File: config.mk
export PLATFORM = sky130hd
export DESIGN_NAME = uc_multiplicador
export DESIGN_NICKNAME = d
export VERILOG_FILES = /design/src/rtl/uc_multiplicador.sv
export SDC_FILE = /design/constraint.sdc
export NUM_CORES = 1
export LEC_CHECK = 0
export ABC_AREA = 1
export BUFFER_PORTS_ARGS = -buffer_cell sky130_fd_sc_hd__buf_2
export CAP_MARGIN = 40
export CORE_ASPECT_RATIO = 1.2
export CORE_MARGIN = 4
export CORE_UTILIZATION = 25
export DETAILED_ROUTE_END_ITERATION = 16
export SYNTH_ARGS = -nofsm -noshare
export SYNTH_HDL_FRONTEND = slang
export SYNTH_SLANG_ARGS = --single-unit
File: constraint.sdc
create_clock -name clock -period 2.9 [get_ports clock]
set_clock_uncertainty 0.15 [all_clocks]
set_input_delay 0.29 -clock clock [delete_from_list [all_inputs] [get_ports clock]]
set_output_delay 0.29 -clock clock [all_outputs]
set_load 0.02 [all_outputs]
File: src/rtl/uc_multiplicador.sv
// Control unit for the shift-and-add multiplier: sequences the accumulator mux,
// the register enables and the start/done handshake over N multiplier bits.
module uc_multiplicador #(
  parameter int N = 8
) (
  input  logic       clock,
  input  logic       reset_n,
  input  logic       iniciar,
  input  logic       cancelar,
  input  logic       lsb_mult,
  output logic [2:0] sel_mux,
  output logic       en_acc,
  output logic       en_mult,
  output logic       carrega,
  output logic       ocupado,
  output logic       pronto,
  output logic [2:0] estado
);

  localparam int CW = (N > 1) ? $clog2(N) : 1;
  localparam logic [CW-1:0] ULTIMO = CW'(N - 1);

  localparam logic [2:0] SEL_ZERO  = 3'b000;
  localparam logic [2:0] SEL_SOMA  = 3'b001;
  localparam logic [2:0] SEL_SHIFT = 3'b010;
  localparam logic [2:0] SEL_HOLD  = 3'b100;

  typedef enum logic [2:0] {
    OCIOSO  = 3'd0,
    CARREGA = 3'd1,
    TESTA   = 3'd2,
    SOMA    = 3'd3,
    DESLOCA = 3'd4,
    FIM     = 3'd5
  } estado_t;

  estado_t        state_q, state_d;
  logic [CW-1:0]  contador_q, contador_d;

  // NOTE: sequential state uses non-blocking assignments so every register
  // samples the pre-edge values, independent of process evaluation order.
  always_ff @(posedge clock or negedge reset_n) begin
    if (!reset_n) begin
      state_q    <= OCIOSO;
      contador_q <= '0;
    end else begin
      state_q    <= state_d;
      contador_q <= contador_d;
    end
  end

  // NOTE: every signal driven here gets a default first, so no path through
  // the case can leave it unassigned and infer a latch.
  always_comb begin
    state_d    = state_q;
    contador_d = contador_q;
    unique case (state_q)
      OCIOSO:  if (iniciar) state_d = CARREGA;
      CARREGA: begin
        contador_d = '0;
        state_d    = TESTA;
      end
      TESTA:   state_d = lsb_mult ? SOMA : DESLOCA;
      SOMA:    state_d = DESLOCA;
      DESLOCA: begin
        if (contador_q == ULTIMO) begin
          state_d = FIM;
        end else begin
          contador_d = contador_q + CW'(1);
          state_d    = TESTA;
        end
      end
      FIM:     state_d = OCIOSO;
      default: state_d = OCIOSO;
    endcase
    // Abort overrides any transition, including a start request in OCIOSO.
    if (cancelar) state_d = OCIOSO;
  end

  // Moore decode: outputs depend on the registered state only; illegal
  // encodings decode exactly like OCIOSO.
  always_comb begin
    sel_mux = SEL_HOLD;
    en_acc  = 1'b0;
    en_mult = 1'b0;
    carrega = 1'b0;
    ocupado = 1'b1;
    pronto  = 1'b0;
    estado  = state_q;
    unique case (state_q)
      OCIOSO:  ocupado = 1'b0;
      CARREGA: begin
        sel_mux = SEL_ZERO;
        en_acc  = 1'b1;
        carrega = 1'b1;
      end
      TESTA:   ;
      SOMA: begin
        sel_mux = SEL_SOMA;
        en_acc  = 1'b1;
      end
      DESLOCA: begin
        sel_mux = SEL_SHIFT;
        en_acc  = 1'b1;
        en_mult = 1'b1;
      end
      FIM:     pronto = 1'b1;
      default: begin
        ocupado = 1'b0;
        estado  = OCIOSO;
      end
    endcase
  end

endmodule

; ---- Word-level counts from Yosys, hierarchy flattened
; Index checks and enable logic that the tools add are counted.
[word_totals]
regBits = 6
inputBits = 5
out_inout_bits = 11
wordCells = 31
[op_classes]
add_sub_neg = 1
n_eq_ne = 8
muxes = 14
reduce_logical = 6
[ops]
columns = operator, n
row1 = two-way mux 3 bit, 6
row2 = case mux 3 bit (5 select lines), 1
row3 = "== test 3 bit, second input constant", 3
row4 = case mux 3 bit (3 select lines), 1
row5 = "== test 3 x 2 -> 1 bit, second input constant", 2
row6 = case mux 3 bit (2 select lines), 1
row7 = OR reduction 6 bit, 1
row8 = two-way mux 1 bit, 5
row9 = OR reduction 5 bit, 1
row10 = "adder 3 x 1 -> 3 bit, second input constant", 1
row11 = "== test 3 x 1 -> 1 bit, second input constant", 1
row12 = logical NOT 3 bit, 1
row13 = "!= test 3 bit, second input constant", 1
row14 = OR reduction 3 bit, 1
row15 = "!= test 2 bit, second input constant", 1
row16 = AND reduction 2 bit, 1
row17 = nonzero test 2 bit, 1

; ---- Depth between registers and ports, before layout
[logic_depth]
depth_word = 4
mapped_depth = 7

; ---- Worst setup path before layout
; No wires, ideal clock.
[synth_timing]
path_kind = reg-to-output
start = register state_q[1]
end = output en_acc
arrival_ns = 1.365
required_ns = 2.460
slack_ns = 1.095
stages_incl_launch_ff = 6
path_buffers = 0
cell_sequence = dfrtp_1 inv_2 nand2_2 nor2_1 nor2_1 inv_1
[synth_between]
elab_chain_cells = 3
elab_cells_between_ends = 5
classes_between = 3 x eq/ne / 1 x mux / 1 x reduce/logical
[synth_rtl]
columns = element, line
row1 = "start, declared", 37  ; estado_t state_q, state_d;
row2 = "start signal, assigned", 47  ; state_q <= state_d;
row3 = "== test 3 bit, or another cell as far along", 90  ; unique case (state_q)
row4 = OR reduction 3 bit (no source line) *, n/a
row5 = two-way mux 1 bit *, 90
row6 = "end, declared", 12  ; output logic en_acc,
; Every way passes the cells marked *; elsewhere a longest branch is shown, timed or not.

; ---- Worst setup path in the final report
[layout_timing]
start = register state_q[2]
end = output en_acc
; Same word-level chain as after synthesis.

==> flow_metrics.tcl <==
set metrics [dict create \
    status "finished, final reports clean" \
    setup_viol 0 \
    rsz0062_at_grt "no" \
    slew_viol_final 0 \
    yosysTopAreaCellShare_pct 37.74 \
    path_delay_family "flip-flops" \
    hold_class "in2reg" \
    fin_util_pct 34.96 \
    path_common_cell "nor2_1" \
    die_y_um 51.70 \
    numCtsBuffers 3 \
    portBuffers 15 \
    cp_data_arrival_time_ps 1430 \
    ctsRootBufferMaster "clkbuf_4" \
    period_needed_ps 1869 \
    drtPass1Iterations 4 \
    routabilityCongestion 0.7304 \
    via_count 397 \
    cts_tree "built" \
    yosysWarnings 0 \
    cts_setup_buffers 0 \
    worstMarginPinSlew_ps 378.6 \
    n_antenna_cell 0 \
    top_usage_layer "met2" \
    post_drt_wl_per_cell_um 9.044 \
    h-tree-depth 1 \
    initial_core_util_pct 27.18 \
    dpl.hpwl_um 685.3 \
    syn_inst 56 \
    grt_use_met1_pct 10.17 \
    drtIter0Drc 8 \
    path_cells "nand2_2 -> nor2_1 -> nor2_1 -> inv_1 -> buf_2" \
    worst-path-buf-inv 2 \
    p_per_area_mw_per_mm2 620.4 \
    synth_top_area_cell "dfrtp_1" \
    ys_seq_area_share_pct 37.74 \
    ir_drop_mv 0.2068 \
    dieArea_sq_mm 0.002297 \
    clkTransAtPathRegs_ps 40 \
    antenna_found_initial 0 \
    synth_nets 63 \
    met2_usage_pct 11.17 \
    layout-drive-gt1-share_pct 30.14 \
    crit_type "reg2out" \
    cp.required_ps 2460 \
    ant_nets 0 \
    drc 0 \
    clk_latency_ps 240 \
    grt_usage_pct 8.529 \
    die_x_um 44.42 \
    syn2layout_area_growth_pct 28.62 \
    p_leak_nw 0.3218 \
    cts.path.max_buffers 2 \
    num-fill-cells 165 \
    slew_headroom_pct 74.76 \
    setup_tns_ps 0 \
    num_rows 15 \
    nNetsFinal 82 \
    numClockSinks 6 \
    syn_area_sq_um 397.9 \
    placed_area_sq_um 479.2 \
    end_kind "primary output" \
    pin_count 16 \
    critPathSlowestCell "dfrtp_1" \
    synth.distinct_cells 15 \
    grt_max_degree 12 \
    ys_ff_latch 6 \
    synth.avg_cell_area_sq_um 7.105 \
    finalHoldViolCount 0 \
    slowest_delay_ps 560 \
    use_met3_pct 3.806 \
    wl_um 814 \
    synth.area.top_cells "dfrtp_1 (38%), inv_1 (9.4%), nand2_1 (9.4%)" \
    fmax_ghz 0.5352 \
    grt_pass1_wl_um 1380 \
    worstPathMaxFanout 11 \
    fin_area_sq_um 511.7 \
    coreArea_sq_mm 0.001464 \
    max_cap_viol_count 0 \
    via_per_inst 4.411 \
    globalRouteOverflowTotal 0 \
    grt_pass1_vias 338 \
    startpoint_type "flip-flop" \
    finalCritPeriodShare_pct 64.43 \
]
## routing by layer
metal | share of wire, % | wire length [um]
met1 | 43 | 354
met2 | 41 | 337
met3 | 13 | 102
met4 | 2.3 | 19
met5 | 0 | 0
## logic make-up after synthesis
family,share of synthesized area (%)
AOI/OAI and AO/OA,6.288
and+or+nand+nor,35.54
buffers and inverters,14.15
DFF,37.73
adders and majority gates,6.288
## area by class of cell
type	instances	area [sq um]	area share, %
Tap cell	17	21.27	4.156
Timing Repair Buffer	16	85.08	16.63
Clock buffer	3	22.52	4.401
Inverter	11	41.29	8.068
Sequential cell	6	150.1	29.34
Multi-Input combinational cell	37	191.4	37.41
## metrics by stage
step / worst slack [ps] / cells / hold WS [ps] / power [mW]
2_1_floorplan: 1095 / 56 / -155.6 / 0.2058
3_3_place_gp: 1370 / 86 / -31.88 / 0.2452
3_5_place_dp: 1274 / 86 / -28.95 / 0.2453
4_1_cts: 1003 / 90 / 69.07 / 0.3253
5_1_grt: 902.2 / 90 / 75.54 / 0.3477
6_report: 1031 / 90 / 77.07 / 0.3175
## placed cells by master, fill, tap and decap left out
| cell | n |
|---|---|
| a21oi_1 | 2 |
| buf_2 | 15 |
| clkbuf_4 | 3 |
| dfrtp_1 | 6 |
| dlygate4sd3_1 | 1 |
| ha_1 | 2 |
| inv_1 | 10 |
| inv_2 | 1 |
| nand2_1 | 10 |
| nand2_2 | 1 |
| nand3_1 | 5 |
| nand4_1 | 3 |
| nor2_1 | 7 |
| nor2_2 | 1 |
| nor2_4 | 1 |
| nor3_1 | 2 |
| o21ai_0 | 3 |
## path summary, 6_finish.rpt
| path | start | cells after the start | slack, ps | end |
|---|---|---|---|---|
| setup reg to reg | contador_q[0] | 6 | 1410 | contador_q[0] |
| min in group asynchronous | reset_n | 2 | 250 | contador_q[2] |
| setup / recovery | state_q[2] | 5 | 1030 | en_acc |
| hold reg to reg | contador_q[1] | 2 | 350 | contador_q[1] |
| max in group asynchronous | reset_n | 2 | 2210 | state_q[0] |
| hold / removal | cancelar | 2 | 80 | state_q[2] |
## registers in the layout, indices dropped and copies added (netlist names)
signal and flops:
contador_q 3, state_q 3
## cell usage after synthesis, drive strengths merged
cell and n:
a21oi 2, dfrtp 6, buf 2, nor2 9, o21ai 3, nand4 3, inv 11, ha 2
nor3 2, nand2 11, nand3 5
## where the power goes
| part | internal [mW] | total (mW) | switching, mW |
|---|---|---|---|
| Combinational | 0.0436 | 0.132 | 0.0886 |
| Clock | 0.0467 | 0.0749 | 0.0282 |
| Sequential | 0.0958 | 0.110 | 0.0145 |
| Total | 0.186 | 0.317 | 0.131 |
## timing repair
action,CTS,global route
endpoints found under the hold margin,6,0
hold buffers,1,0
gates resized for setup,0,0
Note: power is estimated with default switching activity, not from simulation.
